**config.mk**
```make
export PLATFORM = sky130hd
export DESIGN_NAME = rv32im_lsu_seq
export DESIGN_NICKNAME = d
export VERILOG_FILES = /design/src/rtl/rv32im_lsu_seq.sv
export SDC_FILE = /design/constraint.sdc
export NUM_CORES = 1
export LEC_CHECK = 0
export ABC_AREA = 1
export ABC_CLOCK_PERIOD_IN_PS = 3300
export CAP_MARGIN = 20
export CELL_PAD_IN_SITES_DETAIL_PLACEMENT = 0
export CELL_PAD_IN_SITES_GLOBAL_PLACEMENT = 1
export CORE_MARGIN = 2
export CORE_UTILIZATION = 38
export CTS_CLUSTER_DIAMETER = 30
export DETAILED_ROUTE_END_ITERATION = 10
export PLACE_DENSITY_LB_ADDON = 0.2
export SYNTH_ARGS = -nofsm -noshare
export SYNTH_HDL_FRONTEND = slang
export SYNTH_SLANG_ARGS = --single-unit
```
**constraint.sdc**
```tcl
create_clock -name clk_i -period 3.3 [get_ports clk_i]
set_input_delay 0.495 -clock clk_i [delete_from_list [all_inputs] [get_ports clk_i]]
set_output_delay 0.495 -clock clk_i [all_outputs]
set_load 0.005 [all_outputs]
```
**src/rtl/rv32im_lsu_seq.sv**
```systemverilog
// rv32im_lsu_seq: sequential load/store unit between the execute stage and the
// data-memory port. It accepts one request at a time, issues one or two
// aligned memory beats with a grant / read-valid handshake, and returns a
// single response. A misaligned access that crosses a word boundary is either
// split into two beats or reported as a fault, depending on MISALIGN_SPLIT.
//
// Ports:
//   clk_i, rst_i            clock, synchronous active-high reset
//   req_valid_i/req_ready_o execute-stage request handshake
//   lsu_opcode_i            NONE, LB, LBU, LH, LHU, LW, SB, SH, SW
//   addr_mem_i, val_memwr_i request byte address and right-justified store data
//   resp_valid_o            one-cycle response pulse
//   val_memrd_o             extended load result, held until the next response
//   misalign_fault_o        fault flag, qualified by resp_valid_o
//   mem_req_o, mem_we_o     memory request and write enable
//   addr_mem_o              word-aligned beat address
//   wr_mask_o, val_memwr_o  byte-lane write enables and lane-shifted store data
//   mem_gnt_i               memory accepted the current request
//   mem_rvalid_i            read data valid
//   val_memrd_i             read data
module rv32im_lsu_seq #(
  parameter int API_DATA_WIDTH   = 32,
  parameter int API_ADDR_WIDTH   = 32,
  parameter bit MISALIGN_SPLIT   = 1'b1,
  parameter int LSU_OPCODE_WIDTH = 4
) (
  input  logic                        clk_i,
  input  logic                        rst_i,
  input  logic                        req_valid_i,
  output logic                        req_ready_o,
  input  logic [LSU_OPCODE_WIDTH-1:0] lsu_opcode_i,
  input  logic [API_ADDR_WIDTH-1:0]   addr_mem_i,
  input  logic [31:0]                 val_memwr_i,
  output logic                        resp_valid_o,
  output logic [31:0]                 val_memrd_o,
  output logic                        misalign_fault_o,
  output logic                        mem_req_o,
  output logic                        mem_we_o,
  output logic [API_ADDR_WIDTH-1:0]   addr_mem_o,
  output logic [API_DATA_WIDTH/8-1:0] wr_mask_o,
  output logic [API_DATA_WIDTH-1:0]   val_memwr_o,
  input  logic                        mem_gnt_i,
  input  logic                        mem_rvalid_i,
  input  logic [API_DATA_WIDTH-1:0]   val_memrd_i
);
  localparam int BYTES = API_DATA_WIDTH / 8;
  localparam int OFFW  = $clog2(BYTES);
  localparam int AW    = API_ADDR_WIDTH;
  localparam int DW    = API_DATA_WIDTH;
  localparam int DW2   = 2 * API_DATA_WIDTH;
  localparam int MW2   = 2 * BYTES;

  localparam logic [LSU_OPCODE_WIDTH-1:0] OP_LB  = LSU_OPCODE_WIDTH'(4'd1);
  localparam logic [LSU_OPCODE_WIDTH-1:0] OP_LBU = LSU_OPCODE_WIDTH'(4'd2);
  localparam logic [LSU_OPCODE_WIDTH-1:0] OP_LH  = LSU_OPCODE_WIDTH'(4'd3);
  localparam logic [LSU_OPCODE_WIDTH-1:0] OP_LHU = LSU_OPCODE_WIDTH'(4'd4);
  localparam logic [LSU_OPCODE_WIDTH-1:0] OP_LW  = LSU_OPCODE_WIDTH'(4'd5);
  localparam logic [LSU_OPCODE_WIDTH-1:0] OP_SB  = LSU_OPCODE_WIDTH'(4'd6);
  localparam logic [LSU_OPCODE_WIDTH-1:0] OP_SH  = LSU_OPCODE_WIDTH'(4'd7);
  localparam logic [LSU_OPCODE_WIDTH-1:0] OP_SW  = LSU_OPCODE_WIDTH'(4'd8);

  typedef enum logic [1:0] {
    ST_IDLE = 2'd0,
    ST_REQ  = 2'd1,
    ST_WAIT = 2'd2,
    ST_RESP = 2'd3
  } state_t;

  // Access size in bytes; 0 means no memory access (NONE or unknown opcode).
  function automatic logic [2:0] op_size(input logic [LSU_OPCODE_WIDTH-1:0] op);
    logic [2:0] sz;
    case (op)
      OP_LB, OP_LBU, OP_SB: sz = 3'd1;
      OP_LH, OP_LHU, OP_SH: sz = 3'd2;
      OP_LW, OP_SW:         sz = 3'd4;
      default:              sz = 3'd0;
    endcase
    return sz;
  endfunction

  function automatic logic op_is_store(input logic [LSU_OPCODE_WIDTH-1:0] op);
    return (op == OP_SB) || (op == OP_SH) || (op == OP_SW);
  endfunction

  // Pick bytes [off, off+size) out of the two-beat assembly and extend them.
  function automatic logic [31:0] load_extract(input logic [LSU_OPCODE_WIDTH-1:0] op,
                                               input logic [DW2-1:0] asm_v,
                                               input logic [OFFW-1:0] off);
    logic [31:0] w;
    logic [31:0] r;
    w = 32'(asm_v >> {off, 3'b000});
    case (op)
      OP_LB:   r = {{24{w[7]}}, w[7:0]};
      OP_LBU:  r = {24'd0, w[7:0]};
      OP_LH:   r = {{16{w[15]}}, w[15:0]};
      OP_LHU:  r = {16'd0, w[15:0]};
      OP_LW:   r = w;
      default: r = 32'd0;
    endcase
    return r;
  endfunction

  state_t                      state_r, state_s;
  logic                        beat_r, beat_s;
  logic                        last_r, last_s;
  logic [LSU_OPCODE_WIDTH-1:0] op_r, op_s;
  logic [OFFW-1:0]             off_r, off_s;
  logic [AW-1:0]               base_r, base_s;
  logic [MW2-1:0]              mask_full_r, mask_full_s;
  logic [DW2-1:0]              data_full_r, data_full_s;
  logic [DW2-1:0]              asm_r, asm_s;
  logic [31:0]                 rd_r, rd_s;
  logic                        fault_r, fault_s;
  logic                        resp_r;

  logic [2:0]                  size_in_s;
  logic [OFFW-1:0]             off_in_s;
  logic [OFFW:0]               end_in_s;
  logic                        cross_in_s;
  logic [3:0]                  lane_mask_in_s;
  logic [31:0]                 data_in_s;

  logic                        mem_req_r, mem_req_s;
  logic                        mem_we_r, mem_we_s;
  logic [AW-1:0]               addr_mem_r, addr_mem_s;
  logic [BYTES-1:0]            wr_mask_r, wr_mask_s;
  logic [DW-1:0]               val_memwr_r, val_memwr_s;

  // Decode the incoming request: size, word offset, boundary crossing, lanes.
  always_comb begin
    size_in_s  = op_size(lsu_opcode_i);
    off_in_s   = addr_mem_i[OFFW-1:0];
    end_in_s   = {1'b0, off_in_s} + (OFFW+1)'(size_in_s);
    cross_in_s = (end_in_s > (OFFW+1)'(BYTES));
    case (size_in_s)
      3'd1:    begin lane_mask_in_s = 4'b0001; data_in_s = {24'd0, val_memwr_i[7:0]};  end
      3'd2:    begin lane_mask_in_s = 4'b0011; data_in_s = {16'd0, val_memwr_i[15:0]}; end
      3'd4:    begin lane_mask_in_s = 4'b1111; data_in_s = val_memwr_i;                end
      default: begin lane_mask_in_s = 4'b0000; data_in_s = 32'd0;                      end
    endcase
  end

  // Next-state logic and the next value of every latched field.
  always_comb begin
    state_s     = state_r;
    beat_s      = beat_r;
    last_s      = last_r;
    op_s        = op_r;
    off_s       = off_r;
    base_s      = base_r;
    mask_full_s = mask_full_r;
    data_full_s = data_full_r;
    asm_s       = asm_r;
    rd_s        = rd_r;
    fault_s     = 1'b0;
    case (state_r)
      ST_IDLE: begin
        if (req_valid_i) begin
          op_s        = lsu_opcode_i;
          off_s       = off_in_s;
          base_s      = {addr_mem_i[AW-1:OFFW], {OFFW{1'b0}}};
          // Two-word-wide lane image: beat 0 takes the low half, beat 1 the high.
          mask_full_s = MW2'(lane_mask_in_s) << off_in_s;
          data_full_s = DW2'(data_in_s) << {off_in_s, 3'b000};
          asm_s       = {DW2{1'b0}};
          beat_s      = 1'b0;
          last_s      = cross_in_s;
          if (size_in_s == 3'd0) begin
            state_s = ST_RESP;
          end else if (cross_in_s && !MISALIGN_SPLIT) begin
            state_s = ST_RESP;
            fault_s = 1'b1;
            rd_s    = 32'd0;
          end else begin
            state_s = ST_REQ;
          end
        end else begin
          state_s = ST_IDLE;
        end
      end
      ST_REQ: begin
        if (mem_gnt_i) begin
          if (!op_is_store(op_r)) begin
            state_s = ST_WAIT;
          end else if (beat_r == last_r) begin
            state_s = ST_RESP;
          end else begin
            beat_s  = 1'b1;
            state_s = ST_REQ;
          end
        end else begin
          state_s = ST_REQ;
        end
      end
      ST_WAIT: begin
        if (mem_rvalid_i) begin
          if (beat_r) begin
            asm_s[DW2-1:DW] = val_memrd_i;
          end else begin
            asm_s[DW-1:0] = val_memrd_i;
          end
          if (beat_r == last_r) begin
            state_s = ST_RESP;
            rd_s    = load_extract(op_r, asm_s, off_r);
          end else begin
            beat_s  = 1'b1;
            state_s = ST_REQ;
          end
        end else begin
          state_s = ST_WAIT;
        end
      end
      ST_RESP: begin
        state_s = ST_IDLE;
      end
      default: begin
        state_s = ST_IDLE;
      end
    endcase
  end

  // Memory-port values for the cycle that follows, so the port is registered.
  always_comb begin
    mem_req_s = (state_s == ST_REQ);
    if (mem_req_s) begin
      mem_we_s   = op_is_store(op_s);
      addr_mem_s = base_s + (beat_s ? AW'(BYTES) : {AW{1'b0}});
      if (op_is_store(op_s)) begin
        wr_mask_s   = beat_s ? mask_full_s[MW2-1:BYTES] : mask_full_s[BYTES-1:0];
        val_memwr_s = beat_s ? data_full_s[DW2-1:DW] : data_full_s[DW-1:0];
      end else begin
        wr_mask_s   = {BYTES{1'b0}};
        val_memwr_s = {DW{1'b0}};
      end
    end else begin
      mem_we_s    = 1'b0;
      addr_mem_s  = {AW{1'b0}};
      wr_mask_s   = {BYTES{1'b0}};
      val_memwr_s = {DW{1'b0}};
    end
  end

  // State, latched request fields and registered outputs.
  always_ff @(posedge clk_i) begin
    if (rst_i) begin
      state_r     <= ST_IDLE;
      beat_r      <= 1'b0;
      last_r      <= 1'b0;
      op_r        <= {LSU_OPCODE_WIDTH{1'b0}};
      off_r       <= {OFFW{1'b0}};
      base_r      <= {AW{1'b0}};
      mask_full_r <= {MW2{1'b0}};
      data_full_r <= {DW2{1'b0}};
      asm_r       <= {DW2{1'b0}};
      rd_r        <= 32'd0;
      fault_r     <= 1'b0;
      resp_r      <= 1'b0;
      mem_req_r   <= 1'b0;
      mem_we_r    <= 1'b0;
      addr_mem_r  <= {AW{1'b0}};
      wr_mask_r   <= {BYTES{1'b0}};
      val_memwr_r <= {DW{1'b0}};
    end else begin
      state_r     <= state_s;
      beat_r      <= beat_s;
      last_r      <= last_s;
      op_r        <= op_s;
      off_r       <= off_s;
      base_r      <= base_s;
      mask_full_r <= mask_full_s;
      data_full_r <= data_full_s;
      asm_r       <= asm_s;
      rd_r        <= rd_s;
      fault_r     <= fault_s;
      resp_r      <= (state_s == ST_RESP);
      mem_req_r   <= mem_req_s;
      mem_we_r    <= mem_we_s;
      addr_mem_r  <= addr_mem_s;
      wr_mask_r   <= wr_mask_s;
      val_memwr_r <= val_memwr_s;
    end
  end

  // Ready is held low while reset is asserted and rises as soon as it is released.
  assign req_ready_o      = (state_r == ST_IDLE) && !rst_i;
  assign resp_valid_o     = resp_r;
  assign val_memrd_o      = rd_r;
  assign misalign_fault_o = fault_r;
  assign mem_req_o        = mem_req_r;
  assign mem_we_o         = mem_we_r;
  assign addr_mem_o       = addr_mem_r;
  assign wr_mask_o        = wr_mask_r;
  assign val_memwr_o      = val_memwr_r;

endmodule

```
# [Word level (Yosys, flattened, before mapping)]
# Memories as Yosys holds them, arrays and structs flattened.
# Index checks and enable logic that the tools add are counted.
[word_totals] latch_bits=0 rom_bits=48 word_cells=97 output_inout_bits=105 ramBits=0 inputBits=105 mem_count=1 reg_bits=281
[mem_list] name="(no name shown)" depth=16 word_bits=3 read_ports=1 rd_ports_with_merged_regs=0 write_ports=0 line="72" source="case (op)"
[op_classes] n_mul=0 n_mux=36 bitwise=2 magnitude_cmp=1 n_div=0 add_sub_neg=2 n_eq_ne=22 n_reduce_logical=14 shifts=3
[op_table] op="$mux W32" count=9
[op_table] op="$mux W64" count=4
[op_table] op="$pmux W32 S5" count=1
[op_table] op="$pmux W64 S2" count=1
[op_table] op="$pmux W32 S3" count=1
[op_table] op="$shl A32 B5 Y64" count=1
[op_table] op="$shr A64 B5 Y32" count=1
[op_table] op="$add A32 B3 Y32" count=1
[op_table] op="$eq A4 B3 Y1 const B" count=6
[op_table] op="$mux W8" count=2
[op_table] op="$mux W2" count=6
[op_table] op="$mux W4" count=3
[op_table] op="$pmux W4 S3" count=1
[op_table] op="$eq A4 B2 Y1 const B" count=2
[op_table] op="$eq A4 B4 Y1 const B" count=2
[op_table] op="$pmux W2 S4" count=1
[op_table] op="$shl A4 B2 Y8" count=1
[op_table] op="$eq A2 B2 Y1 const B" count=3
[op_table] op="$reduce_and A3 Y1" count=2
[op_table] op="$mux W1" count=5
[op_table] op="$eq A2 B1 Y1 const B" count=2
[op_table] op="$eq A4 B1 Y1 const B" count=1
[op_table] op="$logic_or A1 B1 Y1" count=4
[op_table] op="$ne A2 B2 Y1 const B" count=2
[op_table] op="other kinds (17)" count=18

# [Longest topological paths before layout]
# Gate-level depths: netlist (run 1).
[logic_depth] ltp_word=9 mapped_depth=19 depth_no_buf=18

# [Worst setup path after synthesis (run 1)]
# OpenSTA, ideal clock, no wires.
[synth_timing] path_type="register -> register" from="register beat_r" to="register addr_mem_r[10], in the netlist addr_mem_o[10]" t_required_ns=3.185 path_buffers=3 stages_incl_launch_ff=15 slack_ns=0.563 period_less_slack_ns=2.737 t_arrival_ns=2.622 setup_ns=0.115 cell_sequence="dfxtp_1 > clkinv_1 > buf_2 > buf_2 > ha_1 > a21oi_1 > inv_1 > nand2_1 > clkbuf_1 > ha_1 > ha_1 > nand3_1 > nor2_2 > a21oi_1 > o21a_1"
[synth_via] word_cells_on_any_way=17 cone_classes="add/sub (1); eq/ne (2); mux (12); bitwise (1); reduce/logical (1)"
[synth_lines] item="start, declared" line="104" source="logic beat_r, beat_s;"
[synth_lines] item="start signal, assigned" line="265" source="beat_r <= beat_s;"
[synth_lines] item="$eq A1 B1 Y1" line="185, 202"
[synth_lines] item="$mux W1" line="185, 202"
[synth_lines] item="$mux W1" line="183" source="if (!op_is_store(op_r)) begin"
[synth_lines] item="$mux W1" line="182" source="if (mem_gnt_i) begin"
[synth_lines] item="$pmux W1 S3 *" line="156" source="case (state_r)"
[synth_lines] item="net beat_s" line="104"
[synth_lines] item="$mux W3 *" line="227" source="addr_mem_s = base_s + (beat_s ? AW'(BYTES) : {AW{1'b0}});"
[synth_lines] item="$add A32 B3 Y32 *" line="227"
[synth_lines] item="end signal, assigned" line="260" source="addr_mem_r <= {AW{1'b0}};"
[synth_lines] item="end signal, assigned" line="278" source="addr_mem_r <= addr_mem_s;"
[synth_lines] item="end, declared" line="125" source="logic [AW-1:0] addr_mem_r, addr_mem_s;"
# The timed path passes the listed nets; every way through them passes the cells marked *.
# A chain may end at the register's enable or synchronous reset.

# [Worst setup path after layout (run 1)]
[layout_timing] from="input lsu_opcode_i[1]" to="register addr_mem_r[7], in the netlist addr_mem_o[7]"
[layout_via] elab_chain_len=8
[layout_rtl] item="start, declared" line="31" source="input logic [LSU_OPCODE_WIDTH-1:0] lsu_opcode_i,"
[layout_rtl] item="$mem_v2 Z16 W3"
[layout_rtl] item="$logic_not A3 Y1" line="168" source="if (size_in_s == 3'd0) begin"
[layout_rtl] item="$mux W2" line="168"
[layout_rtl] item="$mux W2" line="158" source="if (req_valid_i) begin"
[layout_rtl] item="$pmux W2 S4" line="156"
[layout_rtl] item="$eq A2 B1 Y1" line="224" source="mem_req_s = (state_s == ST_REQ);"
[layout_rtl] item="$not A1 Y1 (no source line)"
[layout_rtl] item="$reduce_or A2 Y1 (no source line)"
# No other way between the ends.

==> impl_metrics.py, run 1 <==
metrics = {
    "yosys": {
        "yosys_most_used_dff": "dfxtp_1",
        "synth_nets": 2230,
        "yosys.area.top_type_share": 0.400,
        "synth_top_area_cell": "dfxtp_1",
        "seq_area_frac_synth": 0.400,
        "synth_common_cells": "710 x nand2_1, 273 x dfxtp_1, 199 x nor2_1",
        "synth.avg_cell_area_um2": 6.47,
        "synth.most_common_cell": "nand2_1",
        "synth.ff_latch_count": 273,
        "yosysWarningCount": 0,
        "synth_cell_type_count": 40,
        "syn-instance-count": 2115,
        "synth_edf_count": 0,
        "synthTopCellsByArea": "dfxtp_1 40%, nand2_1 19%, nand3_1 6.5%",
        "synthArstFlopShare": 0,
        "synth_area_um2": 13700,
    },
    "floorplan": {
        "die_x_um": 194,
        "row_count": 69,
        "pin_count": 210,
        "fp.coreArea_um2": 35500,
        "initial_core_util": 0.385,
        "die_h_um": 194,
        "dieArea_um2": 37500,
    },
    "power_and_ir_drop": {
        "intPower_w": 0.00947,
        "peakVddDrop_uv": 412,
        "p_total_w": 0.0130,
        "power_density_nw_per_um2": 690,
        "swShare": 0.269,
        "power.share.sequential": 0.280,
        "p_comb_frac": 0.144,
        "total_leakage_power_nw": 8.08,
        "p_switching_w": 0.00349,
        "clockPowerShare": 0.577,
    },
    "finish": {
        "multi_input_area_um2": 7050,
        "areaGrowthSynthToFinish_pct": 37.5,
        "finalNonFillerCells": 2839,
        "drive_above_1_share": 0.105,
        "nFillCells": 3560,
        "nets": 2431,
        "seqCellArea_um2": 5470,
        "fin_area_um2": 18800,
    },
    "setup_path": {
        "arrival_ns": 3.15,
        "worstPathRequired_ns": 3.76,
        "reg2reg_depth": 14,
        "r2r_start": "state_r[1]",
        "r2r_end": "addr_mem_o[29]",
        "cp-start-kind": "input port",
        "critical_path_class": "in2reg",
        "cp-end-kind": "flop",
        "reg2reg_slack_ns": 0.64,
        "crit_path_max_fanout": 27,
    },
    "min_path": {
        "hold_path_depth": 2,
        "min-delay-start": "rst_i",
        "hold_class": "in2reg",
        "whs_endpoint": "base_r[2]",
    },
    "clock_tree": {
        "cts_tree": "yes",
        "clk_latency_ns": 0.57,
        "cts.sinks": 273,
        "cts.htree.levels": 3,
        "clkTransAtPathRegs_ns": 0.04,
        "clockBufferDepth": 3,
        "postCtsHoldBufs": 0,
        "postCtsSetupRepairBufs": 0,
        "cts_resized": 0,
        "root_buffer": "clkbuf_16",
        "cts_made_buffers": 73,
    },
    "placed_design": {
        "place_area_um2": 16200,
        "post-dp-hpwl_um": 32600,
        "placedCellCount": 2702,
        "gp_congestion": 0.887,
        "io_buffers": 208,
    },
    "timing": {
        "fmax_mhz": 372,
        "fin_worst_skew_ns": 0.0169,
        "tns_ns": 0,
        "finalCritPeriodShare": 0.815,
        "rsz0062_at_grt": "no",
        "min_period_ns": 2.69,
        "setup_violations": 0,
        "finalHoldViolCount": 0,
        "relSlewSlack": 0.482,
        "worst_pin_slew_ns": 0.777,
        "slew_violations": 0,
    },
    "route": {
        "vias_per_cell": 5.08,
        "wirelength_um": 47200,
        "first_iter_violations": 1076,
        "dr_total_vias": 14400,
        "final_antenna_net_count": 0,
        "wire_per_inst_um": 16.6,
        "drc_errors": 0,
        "first_pass_iters": 5,
    },
    "flow_run": {
        "max-cap-violations": 0,
    },
    "global_routing": {
        "track_usage": 0.249,
        "grt_max_degree": 152,
        "first_global_vias": 14000,
        "grt.overflow.total": 0,
        "antenna_found_initial": 4,
        "grt_pass1_wl_um": 74700,
    },
    "status": {
        "outcome": "finished, final reports clean",
    },
}
==> worst max-delay path by stage <==
stage	end	cells past startpoint	slack, ns	startpoint
final	addr_mem_o[7]	13	0.61	lsu_opcode_i[1]
after global routing	addr_mem_o[29]	14	0.27	state_r[1]
after CTS	addr_mem_o[19]	16	0.63	state_r[1]
after detailed placement	addr_mem_o[7]	13	0.02	lsu_opcode_i[1]
after global placement	addr_mem_o[7]	13	0.14	lsu_opcode_i[1]
after floorplan	addr_mem_o[10]	14	0.56	beat_r
==> through the flow <==
stage	util	hold WS (ns)	worst slack, ns
floorplan	-	0.420	0.563
global placement	0.455	0.433	0.138
detailed placement	0.455	0.434	0.0231
CTS	0.529	0.146	0.627
global route	0.530	0.151	0.274
finish	0.530	0.168	0.610
==> per-layer routing <==
layer / GRT usage / routed length [µm] / up-vias
met1: 0.312 / 21000 / 6655
li1: - / - / 7209
met2: 0.405 / 21800 / 444
met3: 0.0511 / 2490 / 109
met4: 0.129 / 2040 / 0
met5: 0 / 0 / -
==> critical path, cell delays in order <==
cell and delay (ns):
clkdlybuf4s50_1 0.61, inv_1 0.10, ha_1 0.30, nand2_1 0.07, nand3_1 0.18, nand2_1 0.11, nor3_1 0.25, nor2_2 0.11
nand2_2 0.13, buf_4 0.35, inv_1 0.22, o21ai_0 0.13, inv_1 0.06
==> logic make-up (layout without fill, tap and decap cells) <==
logic type / after synthesis / count (layout) / synth area share
AND/OR/NAND/NOR: 1210 / 1210 / 0.375
AO/OA/AOI/OAI: 331 / 331 / 0.127
buffers and inverters: 287 / 547 / 0.0857
flip-flops: 273 / 273 / 0.400
adder cells (fa/ha/maj): 10 / 10 / 0.00970
multiplexers: 3 / 3 / 0.00220
other: 1 / 4 / 0.000274
==> registers in the layout (all words and copies together), names as in the netlist <==
register      count
mem_we_o          1
mem_req_o         1
val_memrd_o      32
addr_mem_o       32
mask_full_r       8
val_memwr_o      32
base_r           32
data_full_r      64
resp_valid_o      1
wr_mask_o         4
asm_r            56
last_r            1
beat_r            1
state_r           2
off_r             2
op_r              4
==> cell usage in the layout, fill, tap and decap left out, drive strengths merged, types with 8 or more instances in the layout <==
cell type / count
nor2: 215
o211ai: 11
o21ai: 151
nand3: 180
nand2: 718
o22ai: 12
clkdlybuf4s50: 207
buf: 47
clkbuf: 89
clkinv: 22
and2: 17
bufinv: 13
ha: 9
nand4: 35
inv: 158
a21oi: 150
dfxtp: 273
or2: 36
nor3: 8
clkinvlp: 11
==> layout make-up <==
type                       instances  area share
clock inverter                    45      0.0340
antenna                            3    0.000399
clock buffer                      89       0.106
sequential                       273       0.291
tap                              461      0.0307
timing repair buffer             254       0.132
inverter                         159      0.0318
multi-input combinational       1555       0.375
==> power groups by stage <==
stage	logic, W	clock network, W	registers (W)
floorplan	0.00119	0	0.00366
global placement	0.00185	0	0.00367
detailed placement	0.00185	0	0.00368
CTS	0.00187	0.00760	0.00363
global route	0.00209	0.00777	0.00364
finish	0.00186	0.00748	0.00363
Power figures use the tool's default switching activity.
==> run 2: changes to the inputs <==
Settings changed: ABC_CLOCK_PERIOD_IN_PS 3300 to 2250, CORE_UTILIZATION 38 to 34.
Clock period 3.3 ns to 2.25 ns, I/O delays scaled along.
==> run 2 against run 1 <==
  * Cell area is 7.2% higher
  * Worst hold slack better by 0.085 ns
  * Die area grew 12%
  * Clock-buffer cell count rose by 6
  * Non-clock buffer count up 129
  * Wire length rose by 4.9%
  * Global-route usage down 1.1 points
  * Sequential share of layout area down 1.9 points
  * Clock power is 39% higher
  * Sequential power increased by 47%
  * First-iteration DRC count decreased by 15%
  * Cell count rose by 6.9%
==> impl_metrics.py, run 2 (synthesis results as in run 1) <==
metrics = {
    "setup_path": {
        "r2r_end": "addr_mem_o[10]",
        "cp_common_cell": "buf_4",
        "cpMaxStageDelayCell": "dfxtp_1",
        "crit_path_cell_trace": "buf_4 -> nor2_4 -> buf_4 -> nand2_4 -> buf_4 -> buf_4 -> nor3_2 -> nor2_2 -> nand2_4 -> buf_4 -> a21oi_1 -> o21a_1",
        "worstPathRequired_ns": 2.72,
        "cp-start-kind": "flop",
        "arrival_ns": 2.59,
        "critical_path_class": "reg2reg",
        "crit_path_max_fanout": 18,
        "cp-startpoint": "state_r[0]",
        "r2r_start": "state_r[0]",
        "endpoint": "addr_mem_o[10]",
        "worst-path-buf-inv": 5,
        "reg2reg_depth": 12,
        "cp-end-kind": "flop",
        "max_stage_delay_ns": 0.31,
        "reg2reg_slack_ns": 0.13,
        "path_delay_family": "buffers and inverters",
        "cp_num_cells": 12,
    },
    "route": {
        "dr_total_vias": 14800,
        "final_antenna_net_count": 0,
        "wire_per_inst_um": 16.3,
        "vias_per_cell": 4.89,
        "first_iter_violations": 911,
        "wirelength_um": 49600,
        "first_pass_iters": 7,
        "drc_errors": 0,
    },
    "clock_tree": {
        "clk_latency_ns": 0.59,
        "cts_tree": "yes",
        "root_buffer": "clkbuf_16",
        "cts.htree.levels": 3,
        "cts_made_buffers": 74,
        "cts.sinks": 273,
        "postCtsHoldBufs": 0,
        "clkTransAtPathRegs_ns": 0.05,
        "clockBufferDepth": 3,
    },
    "status": {
        "outcome": "finished, final reports clean",
    },
    "finish": {
        "areaGrowthSynthToFinish_pct": 47.3,
        "fin_util": 0.507,
        "top_register": "data_full_r",
        "largest_reg_flops": 64,
        "nets": 2563,
        "final_common_cell": "nand2_1",
        "fin_area_um2": 20100,
        "reg_top3": "data_full_r x64, asm_r x56",
        "nFillCells": 3958,
        "final_cell_mix": "698 x nand2_1, 268 x dfxtp_1, 206 x clkdlybuf4s50_1",
        "drive_above_1_share": 0.169,
    },
    "min_path": {
        "hold_class": "in2reg",
    },
    "floorplan": {
        "pin_count": 210,
        "dieArea_um2": 41800,
        "fp.coreArea_um2": 39700,
        "initial_core_util": 0.344,
        "die_h_um": 205,
        "row_count": 73,
        "die_x_um": 205,
    },
    "timing": {
        "slew_violations": 0,
        "fin_worst_skew_ns": 0.0213,
        "min_period_ns": 2.12,
        "setup_violations": 0,
        "relSlewSlack": 0.460,
        "hold_slack_ns": 0.253,
        "worst_pin_slew_ns": 0.810,
        "tns_ns": 0,
        "rsz0062_at_grt": "yes",
        "finalHoldViolCount": 0,
        "fmax_mhz": 472,
        "finalCritPeriodShare": 0.942,
    },
    "global_routing": {
        "grt.overflow.total": 0,
        "grt_pass1_wl_um": 78200,
        "busiest_layer": "met2",
        "grt_util_met1": 0.304,
        "first_global_vias": 14700,
        "gr-usage-met3": 0.0480,
        "track_usage": 0.238,
        "antenna_found_initial": 3,
        "grt_max_degree": 153,
        "met2_usage": 0.380,
    },
    "power_and_ir_drop": {
        "power.share.sequential": 0.281,
        "total_leakage_power_nw": 8.72,
        "intPower_w": 0.0136,
        "p_total_w": 0.0190,
        "clockPowerShare": 0.549,
        "p_comb_frac": 0.170,
        "power_density_nw_per_um2": 941,
        "swShare": 0.281,
        "p_switching_w": 0.00533,
        "peakVddDrop_uv": 601,
    },
    "placed_design": {
        "gp_congestion": 0.900,
        "io_buffers": 208,
        "post-dp-hpwl_um": 35100,
        "place_area_um2": 17300,
    },
    "flow_run": {
        "max-cap-violations": 0,
    },
}
==> run 2: cell count changes in the layout (fill, tap and decap cells not counted), moves of 6 or more <==
cell / previous run / this run
buf_4: 43 / 153
nor2_1: 199 / 186
buf_12: 4 / 15
nand2_1: 709 / 698
nand2_2: 8 / 18
nor2_4: 6 / 16
buf_6: 0 / 7
bufinv_16: 13 / 7
clkbuf_1: 7 / 13
==> run 2: worst reg2reg max path: cells and delay by family (launching register included) <==
kind	cells	cell delay, ns
compound gates	2	0.19
buf+inv	5	0.88
flops	1	0.31
simple gates	5	0.66
==> run 2: area by class of cell <==
cell class	instances	area, µm²	area share
Multi-Input combinational cell	1557	7270	0.361
Sequential cell	273	5480	0.272
Inverter	159	611	0.0303
Tap cell	525	657	0.0326
Antenna cell	2	5.00	0.000248
Clock inverter	40	499	0.0248
Timing Repair Buffer	383	3610	0.179
Clock buffer	95	2010	0.0998
==> run 2: what timing repair did <==
action	in CTS	in global routing
setup buffers	0	10
endpoints found under the setup margin	15	69
cloned	1	1
pin swaps	3	16
resized for setup	4	63
==> run 2: metrics by stage <==
stage | setup slack [ns] | cells
4_1_cts | 0.000100 | 3021
3_5_place_dp | -0.476 | 2885
5_1_grt | -0.0342 | 3033
2_1_floorplan | 0.00395 | 2115
3_3_place_gp | -0.409 | 2885
6_report | 0.130 | 3034
==> run 2: routing by layer <==
metal / routed length (µm) / vias up / share of wire
met5: 11 / - / 0.00022
met4: 2250 / 2 / 0.045
met3: 2860 / 117 / 0.058
met2: 22600 / 460 / 0.46
met1: 21800 / 6760 / 0.44
li1: - / 7491 / -
==> run 2: how the worst min path moves through the flow <==
stage	startpoint	endpoint	slack, ns	cells after the start
floorplan	mask_full_r[7]	mask_full_r[7]	0.42	2
global placement	mask_full_r[7]	mask_full_r[7]	0.43	2
detailed placement	data_full_r[56]	data_full_r[56]	0.44	2
CTS	rst_i	state_r[0]	0.24	5
global route	rst_i	state_r[0]	0.27	5
finish	rst_i	state_r[0]	0.25	5
==> run 2: power by group through the flow <==
stage | sequential (W) | combinational (W) | clock [W]
2_1_floorplan | 0.00537 | 0.00176 | 0
4_1_cts | 0.00532 | 0.00314 | 0.0106
5_1_grt | 0.00535 | 0.00360 | 0.0109
3_3_place_gp | 0.00539 | 0.00308 | 0
6_report | 0.00532 | 0.00323 | 0.0104
3_5_place_dp | 0.00540 | 0.00311 | 0
